**src/rtl/expr_pkg.sv**
```systemverilog
// Shared definitions for the ASCII expression parser.
// Holds the ASCII character codes that the parser recognises, the parser
// FSM state encoding, and the character-class helper functions.
// The operator codes are also the defaults for the downstream comparator.
package expr_pkg;

    localparam logic [7:0] CH_DIGIT_LO = 8'h30;
    localparam logic [7:0] CH_DIGIT_HI = 8'h39;
    localparam logic [7:0] CH_PLUS     = 8'h2B;
    localparam logic [7:0] CH_MINUS    = 8'h2D;
    localparam logic [7:0] CH_STAR     = 8'h2A;
    localparam logic [7:0] CH_SLASH    = 8'h2F;
    localparam logic [7:0] CH_SPACE    = 8'h20;
    localparam logic [7:0] CH_EQ       = 8'h3D;
    localparam logic [7:0] CH_CR       = 8'h0D;
    localparam logic [7:0] CH_LF       = 8'h0A;

    typedef enum logic [2:0] {
        S_IDLE = 3'd0,
        S_A    = 3'd1,
        S_B0   = 3'd2,
        S_B    = 3'd3,
        S_ERR  = 3'd4
    } state_t;

    function automatic logic is_digit(input logic [7:0] c);
        return (c >= CH_DIGIT_LO) && (c <= CH_DIGIT_HI);
    endfunction

    function automatic logic is_op(input logic [7:0] c);
        return (c == CH_PLUS) || (c == CH_MINUS) || (c == CH_STAR) || (c == CH_SLASH);
    endfunction

    function automatic logic is_term(input logic [7:0] c);
        return (c == CH_EQ) || (c == CH_CR) || (c == CH_LF);
    endfunction

endpackage

```
**src/rtl/dec_accum.sv**
```systemverilog
// Decimal accumulate step: acc_next = acc*10 + digit.
// Ports:
//   acc      - current accumulator value (WIDTH bits)
//   digit    - decimal digit 0..9
//   acc_next - low WIDTH bits of the result
//   overflow - result does not fit in WIDTH bits
module dec_accum #(
    parameter int WIDTH = 16
) (
    input  logic [WIDTH-1:0] acc,
    input  logic [3:0]       digit,
    output logic [WIDTH-1:0] acc_next,
    output logic             overflow
);

    // Four extra bits hold (2^WIDTH-1)*10+9 without wrapping.
    localparam logic [WIDTH+3:0] TEN = (WIDTH+4)'(10);

    logic [WIDTH+3:0] wide;

    always_comb begin
        wide     = ({4'd0, acc} * TEN) + {{WIDTH{1'b0}}, digit};
        acc_next = wide[WIDTH-1:0];
        overflow = |wide[WIDTH+3:WIDTH];
    end

endmodule

```
**src/rtl/ascii_expr_parser.sv**
```systemverilog
// ASCII infix expression parser: "<A><op><B><term>", e.g. "12+34=".
// Ports:
//   i_clk, reset_n          - clock, async active-low reset
//   i_valid, i_data         - byte stream from the UART receiver
//   o_op_ready, o_op        - operator strobe / held operator character
//   o_operand_a/b           - operands of the last complete expression
//   o_expr_valid            - strobe: operands updated for a complete expression
//   o_error                 - strobe: first syntax/overflow fault of an expression
//   o_busy                  - an expression is partially received
//
// state  | meaning
// S_IDLE | waiting for the first digit of A (terminators ignored)
// S_A    | accumulating A, waiting for operator
// S_B0   | operator seen, waiting for first digit of B
// S_B    | accumulating B, waiting for terminator
// S_ERR  | faulted, discarding bytes until a terminator
module ascii_expr_parser
    import expr_pkg::*;
#(
    parameter int WIDTH = 16
) (
    input  logic             i_clk,
    input  logic             reset_n,
    input  logic             i_valid,
    input  logic [7:0]       i_data,
    output logic             o_op_ready,
    output logic [7:0]       o_op,
    output logic [WIDTH-1:0] o_operand_a,
    output logic [WIDTH-1:0] o_operand_b,
    output logic             o_expr_valid,
    output logic             o_error,
    output logic             o_busy
);

    state_t             state_q, state_d;
    logic [WIDTH-1:0]   acc_q, acc_d;
    logic [WIDTH-1:0]   a_stage_q, a_stage_d;
    logic [7:0]         op_q, op_d;
    logic [WIDTH-1:0]   operand_a_q, operand_a_d;
    logic [WIDTH-1:0]   operand_b_q, operand_b_d;
    logic               op_ready_q, op_ready_d;
    logic               expr_valid_q, expr_valid_d;
    logic               error_q, error_d;

    logic [WIDTH-1:0]   acc_in;
    logic [WIDTH-1:0]   acc_sum;
    logic               acc_ovf;
    logic               fault;

    // The first digit of an operand starts from zero, later digits build on acc_q.
    assign acc_in = ((state_q == S_A) || (state_q == S_B)) ? acc_q : '0;

    // For '0'..'9' the low nibble is the digit value.
    dec_accum #(.WIDTH(WIDTH)) u_dec_accum (
        .acc      (acc_in),
        .digit    (i_data[3:0]),
        .acc_next (acc_sum),
        .overflow (acc_ovf)
    );

    always_comb begin
        state_d      = state_q;
        acc_d        = acc_q;
        a_stage_d    = a_stage_q;
        op_d         = op_q;
        operand_a_d  = operand_a_q;
        operand_b_d  = operand_b_q;
        op_ready_d   = 1'b0;
        expr_valid_d = 1'b0;
        error_d      = 1'b0;
        fault        = 1'b0;

        if (i_valid && (i_data != CH_SPACE)) begin
            case (state_q)
                S_IDLE: begin
                    if (is_digit(i_data)) begin
                        acc_d   = acc_sum;
                        state_d = S_A;
                    end else if (!is_term(i_data)) begin
                        fault = 1'b1;
                    end
                end
                S_A: begin
                    if (is_digit(i_data)) begin
                        if (acc_ovf) fault = 1'b1;
                        else         acc_d = acc_sum;
                    end else if (is_op(i_data)) begin
                        a_stage_d  = acc_q;
                        op_d       = i_data;
                        op_ready_d = 1'b1;
                        acc_d      = '0;
                        state_d    = S_B0;
                    end else begin
                        fault = 1'b1;
                    end
                end
                S_B0: begin
                    if (is_digit(i_data)) begin
                        acc_d   = acc_sum;
                        state_d = S_B;
                    end else begin
                        fault = 1'b1;
                    end
                end
                S_B: begin
                    if (is_digit(i_data)) begin
                        if (acc_ovf) fault = 1'b1;
                        else         acc_d = acc_sum;
                    end else if (is_term(i_data)) begin
                        operand_a_d  = a_stage_q;
                        operand_b_d  = acc_q;
                        expr_valid_d = 1'b1;
                        state_d      = S_IDLE;
                    end else begin
                        fault = 1'b1;
                    end
                end
                S_ERR: begin
                    if (is_term(i_data)) state_d = S_IDLE;
                end
                default: state_d = S_IDLE;
            endcase

            // A faulting terminator already ends the line, so no resync is needed.
            if (fault) begin
                error_d = 1'b1;
                state_d = is_term(i_data) ? S_IDLE : S_ERR;
            end
        end
    end

    always_ff @(posedge i_clk or negedge reset_n) begin
        if (!reset_n) begin
            state_q      <= S_IDLE;
            acc_q        <= '0;
            a_stage_q    <= '0;
            op_q         <= '0;
            operand_a_q  <= '0;
            operand_b_q  <= '0;
            op_ready_q   <= 1'b0;
            expr_valid_q <= 1'b0;
            error_q      <= 1'b0;
        end else begin
            state_q      <= state_d;
            acc_q        <= acc_d;
            a_stage_q    <= a_stage_d;
            op_q         <= op_d;
            operand_a_q  <= operand_a_d;
            operand_b_q  <= operand_b_d;
            op_ready_q   <= op_ready_d;
            expr_valid_q <= expr_valid_d;
            error_q      <= error_d;
        end
    end

    assign o_op_ready   = op_ready_q;
    assign o_op         = op_q;
    assign o_operand_a  = operand_a_q;
    assign o_operand_b  = operand_b_q;
    assign o_expr_valid = expr_valid_q;
    assign o_error      = error_q;
    assign o_busy       = (state_q != S_IDLE);

endmodule

```
**config.mk**
```make
export PLATFORM = sky130hd
export DESIGN_NAME = ascii_expr_parser
export DESIGN_NICKNAME = d
export VERILOG_FILES = /design/src/rtl/expr_pkg.sv /design/src/rtl/dec_accum.sv /design/src/rtl/ascii_expr_parser.sv
export SDC_FILE = /design/constraint.sdc
export NUM_CORES = 1
export LEC_CHECK = 0
export ABC_AREA = 1
export CAP_MARGIN = 10
export CORE_ASPECT_RATIO = 1.4
export CORE_UTILIZATION = 60
export CTS_BUF_LIST = sky130_fd_sc_hd__clkbuf_8
export DETAILED_ROUTE_END_ITERATION = 6
export PLACE_DENSITY = 0.83
export SETUP_SLACK_MARGIN = 0.2
export SLEW_MARGIN = 20
export SYNTH_ARGS = -nofsm -noshare
export SYNTH_HDL_FRONTEND = slang
export SYNTH_HIERARCHICAL = 1
export SYNTH_SLANG_ARGS = --single-unit
```
**constraint.sdc**
```tcl
create_clock -name i_clk -period 4.4 [get_ports i_clk]
set_clock_uncertainty 0.15 [all_clocks]
set_input_delay 0.88 -clock i_clk [delete_from_list [all_inputs] [get_ports i_clk]]
set_output_delay 0.88 -clock i_clk [all_outputs]
set_load 0.01 [all_outputs]
```
==> implementation parameters <==
Parameter                              Value

Outcome
  Result of the run ... completed

Die
  Die H ... 115 um
  Top-Level Pins ... 55
  Area of the core ... 8710 um2
  Starting utilization of the core area ... 62.9%
  Number of cell rows ... 40
  Floorplan die width ... 82.8 um
  DIE AREA ... 9530 um2

GRT
  GRT met1 Usage ... 32.9%
  Total Routing Usage GR ... about 27%
  Total overflow reported by the global router ... 0
  Antenna violations before repair ... 0
  Met3 layer usage reported by global route ... 4.21%
  Met2 routing resource usage after global routing ... 47.4%
  Via count of the first global-routing pass ... around 4700
  Maximum number of pins on one net before global-route repair ... 79
  Gr busiest metal ... met2
  Wire length of the first global-routing pass ... 20.4 mm

Clock network
  TritonCTS Sinks ... 78
  Maximum level of the CTS H-tree ... 3
  CTS Buffer Depth ... 2
  Number of clock buffers inserted by TritonCTS ... 9
  Buffer cell driving the clock tree root ... sky130_fd_sc_hd__clkbuf_8
  CTS tree ... built
  Worst-Skew Late Latency ... 0.35 ns
  Clock-pin slew reported for the worst setup and hold paths after clock tree synthesis ... around 0.080 ns

Logic synthesis
  Gate count after technology mapping ... 750
  Net count after synthesis ... 794
  Number of storage elements in the synthesis netlist ... 78
  Avg Inst Size Synth ... 7.31 um2
  Post-synthesis instance area ... between 5000 and 6000 um2
  Syn. warnings ... 6
  Number of distinct library cells after synthesis ... 37
  Proportion of synthesized chip area in sequential cells ... 35.6%

Detailed routing
  Final routed wire length divided by cell count ... around 13 um
  Pre-antenna DRT Iters ... 5
  Iteration-0 DRC count of the detailed router ... approximately 250
  Post-detailed-route DRC marker count ... 0
  Detailed-route wire length ... between 10 and 15 mm
  Antenna viol nets, final ... 0
  Total vias in the final route ... 4964
  Via count normalized by instance count ... around 5.4

Finish
  Sequential cell area ... 1950 um2
  Ratio of cells with drive above 1 in the final layout ... 15.7%
  Area growth from synthesis to layout ... 16.8%
  Final net count ... 847
  Area used by multi-input combinational logic ... roughly 3100 um2
  Fill cell count ... approximately 670
  N_diodes ... 0
  Final core utilization ... 73.5%

STA
  Maximum clock rate ... 0.255 GHz
  RSZ-0062 raised after global routing ... false
  Setup_tns ... 0 ns
  Post-layout minimum cycle time ... 3.92 ns
  Worst relative slew slack ... between 30% and 40%
  Total count of max-transition violations in the final report ... 0
  Final Hold Vio Count ... 0
  # setup viols final ... 0
  Final period util ... 89.2%
  Actual slew at the worst max-slew pin ... between 0.9 and 1 ns

Critical path
  Sort of element at the start of the critical path ... flop
  Worst Setup Path Type ... reg -> reg
  CP Data Arrival Time ... 4.06 ns
  CP startpoint ... state_q[0]
  Startpoint of the lowest-slack register-to-register path ... state_q[0]
  Data required time of the critical path ... 4.54 ns
  Library cell contributing the largest single delay on the critical path ... sky130_fd_sc_hd__fa_2
  Most prevalent standard cell on the critical path ... sky130_fd_sc_hd__nand2_1
  Delay-heaviest family, CP ... simple AND/OR/NAND/NOR gates
  Max incr delay on CP ... 0.59 ns
  Endpoint kind of the worst setup timing path ... flop
  CP Buf/Inv Count ... 4
  Crit Path Max Fanout ... 13

Hold path
  Hold Path Class ... reg -> reg
  Start point of the worst min-delay path ... o_op[5]

Placed design
  Final weighted congestion of routability-driven global placement ... 0.932
  Buffers on Ports ... 54
  Detailed placement HPWL ... slightly above 9 mm

Pwr
  Power density over cell area ... 285 nW/um2
  Static Leak ... 3.25 nW
  Worst VDD drop ... 0.273 mV

Run
  Number of max-cap violations ... 0
## per-layer routing
metal	up-vias	wire length, um
met4	0	272
met2	108	6210
met1	2336	5170
met5	-	0
li1	2493	-
met3	27	393
## worst register-to-register path: cells and delay by family, from the launching register on
family                   cells  cell delay, ns
adder cells (fa/ha/maj)      3            0.99
buffers and inverters        4            0.37
flip-flops                   1            0.45
AND/OR/NAND/NOR             19            1.88
## final timing paths
| check | endpoint | slack [ns] | depth (start not counted) |
|---|---|---|---|
| min in group asynchronous | o_op[6] | 0.51 | 1 |
| min | o_op[5] | 0.32 | 1 |
| max reg2reg | state_q[0] | 0.48 | 26 |
| max in group asynchronous | state_q[0] | 2.95 | 1 |
| min reg2reg | o_op[5] | 0.32 | 1 |
| max | state_q[0] | 0.48 | 26 |
## cells in the mapped netlist
cell type	instances	area (um2)
sky130_fd_sc_hd__a31oi_4	1	21.3
sky130_fd_sc_hd__and2_1	2	12.5
sky130_fd_sc_hd__clkbuf_1	9	33.8
sky130_fd_sc_hd__a21boi_1	1	7.51
sky130_fd_sc_hd__fa_1	2	40.0
sky130_fd_sc_hd__nor2_2	8	50.1
sky130_fd_sc_hd__nor3_1	1	5.00
sky130_fd_sc_hd__buf_4	5	37.5
sky130_fd_sc_hd__o211ai_1	15	113
sky130_fd_sc_hd__nand3_1	56	280
sky130_fd_sc_hd__o21ai_1	12	60.1
sky130_fd_sc_hd__nand4_2	1	12.5
sky130_fd_sc_hd__o21ai_2	14	123
sky130_fd_sc_hd__nand2_4	2	22.5
sky130_fd_sc_hd__ha_1	31	388
sky130_fd_sc_hd__xnor2_1	6	52.6
sky130_fd_sc_hd__a21oi_4	1	16.3
sky130_fd_sc_hd__o21bai_1	2	15.0
sky130_fd_sc_hd__nor2_4	8	90.1
sky130_fd_sc_hd__buf_2	1	5.00
sky130_fd_sc_hd__buf_6	8	90.1
sky130_fd_sc_hd__nand3_4	2	35.0
sky130_fd_sc_hd__dfrtp_1	78	1950
sky130_fd_sc_hd__nand2_2	19	119
sky130_fd_sc_hd__inv_2	16	60.1
sky130_fd_sc_hd__nand3_2	5	50.1
sky130_fd_sc_hd__o21ai_0	30	150
sky130_fd_sc_hd__xor2_1	6	52.6
sky130_fd_sc_hd__nand4_1	10	62.6
sky130_fd_sc_hd__nor2_1	43	161
sky130_fd_sc_hd__nand2_1	263	987
sky130_fd_sc_hd__or2_2	2	12.5
sky130_fd_sc_hd__nand3b_1	2	15.0
sky130_fd_sc_hd__a31oi_1	1	6.26
sky130_fd_sc_hd__a21oi_1	10	50.1
sky130_fd_sc_hd__inv_1	76	285
sky130_fd_sc_hd__or2_0	1	6.26
## layout by cell type, fill, tap and decap left out, drive strengths merged, types with 3 or more instances in the layout
cell type / instances
ha: 31
bufinv: 3
dfrtp: 78
nand4: 11
clkbuf: 9
xor2: 6
or2: 3
buf: 12
xnor2: 6
inv: 94
nor2: 59
nand2: 284
o21ai: 56
nand3: 63
o211ai: 15
a21oi: 11
clkdlybuf4s50: 53
## kinds of logic (layout without fill, tap and decap cells)
logic type / after synthesis / in the layout / synth area share [%]
buffers and inverters: 115 / 173 / 9.34
AO/OA/AOI/OAI: 87 / 87 / 10.3
XOR/XNOR: 12 / 12 / 1.92
adder cells (fa/ha/maj): 33 / 33 / 7.81
flip-flops: 78 / 78 / 35.6
AND/OR/NAND/NOR: 425 / 425 / 35.1
## area by class of cell
type / count / share of cell area [%]
Sequential cell: 78 / 30.5
Clock buffer: 9 / 1.93
Inverter: 92 / 5.39
Multi-Input combinational cell: 557 / 48.4
Timing Repair Buffer: 65 / 9.89
Tap cell: 105 / 2.05
Clock inverter: 7 / 1.80
## power breakdown
group	switching (mW)	total [mW]	internal, mW
registers	0.0247	0.784	0.760
clock network	0.255	0.630	0.375
logic	0.268	0.409	0.141
total	0.548	1.82	1.28
## stage by stage
stage / area [um2] / hold WS, ns / setup WS (ns) / instances / total power [mW]
6_report: 6400 / 0.319 / 0.477 / 913 / 1.82
3_3_place_gp: 6040 / 0.304 / 0.286 / 893 / 1.16
2_1_floorplan: 5480 / 0.292 / 0.550 / 750 / 1.07
4_1_cts: 6280 / 0.325 / 0.242 / 909 / 1.80
3_5_place_dp: 6040 / 0.305 / 0.167 / 893 / 1.18
5_1_grt: 6400 / 0.342 / 0.189 / 913 / 1.91
## registers in the layout (all words and copies together), names as in the netlist
register      count
o_expr_valid      1
o_op_ready        1
o_operand_a      16
o_operand_b      16
o_op              8
acc_q            16
o_error           1
state_q           3
a_stage_q        16
## repair_timing
item,in CTS,in global routing
gates resized for setup,1,29
setup endpoints to repair,3,20
hold endpoints to repair,0,0
buffers inserted,0,4
pin swaps,0,4
hold buffers,0,0
Note: power is estimated with default switching activity, not from simulation.
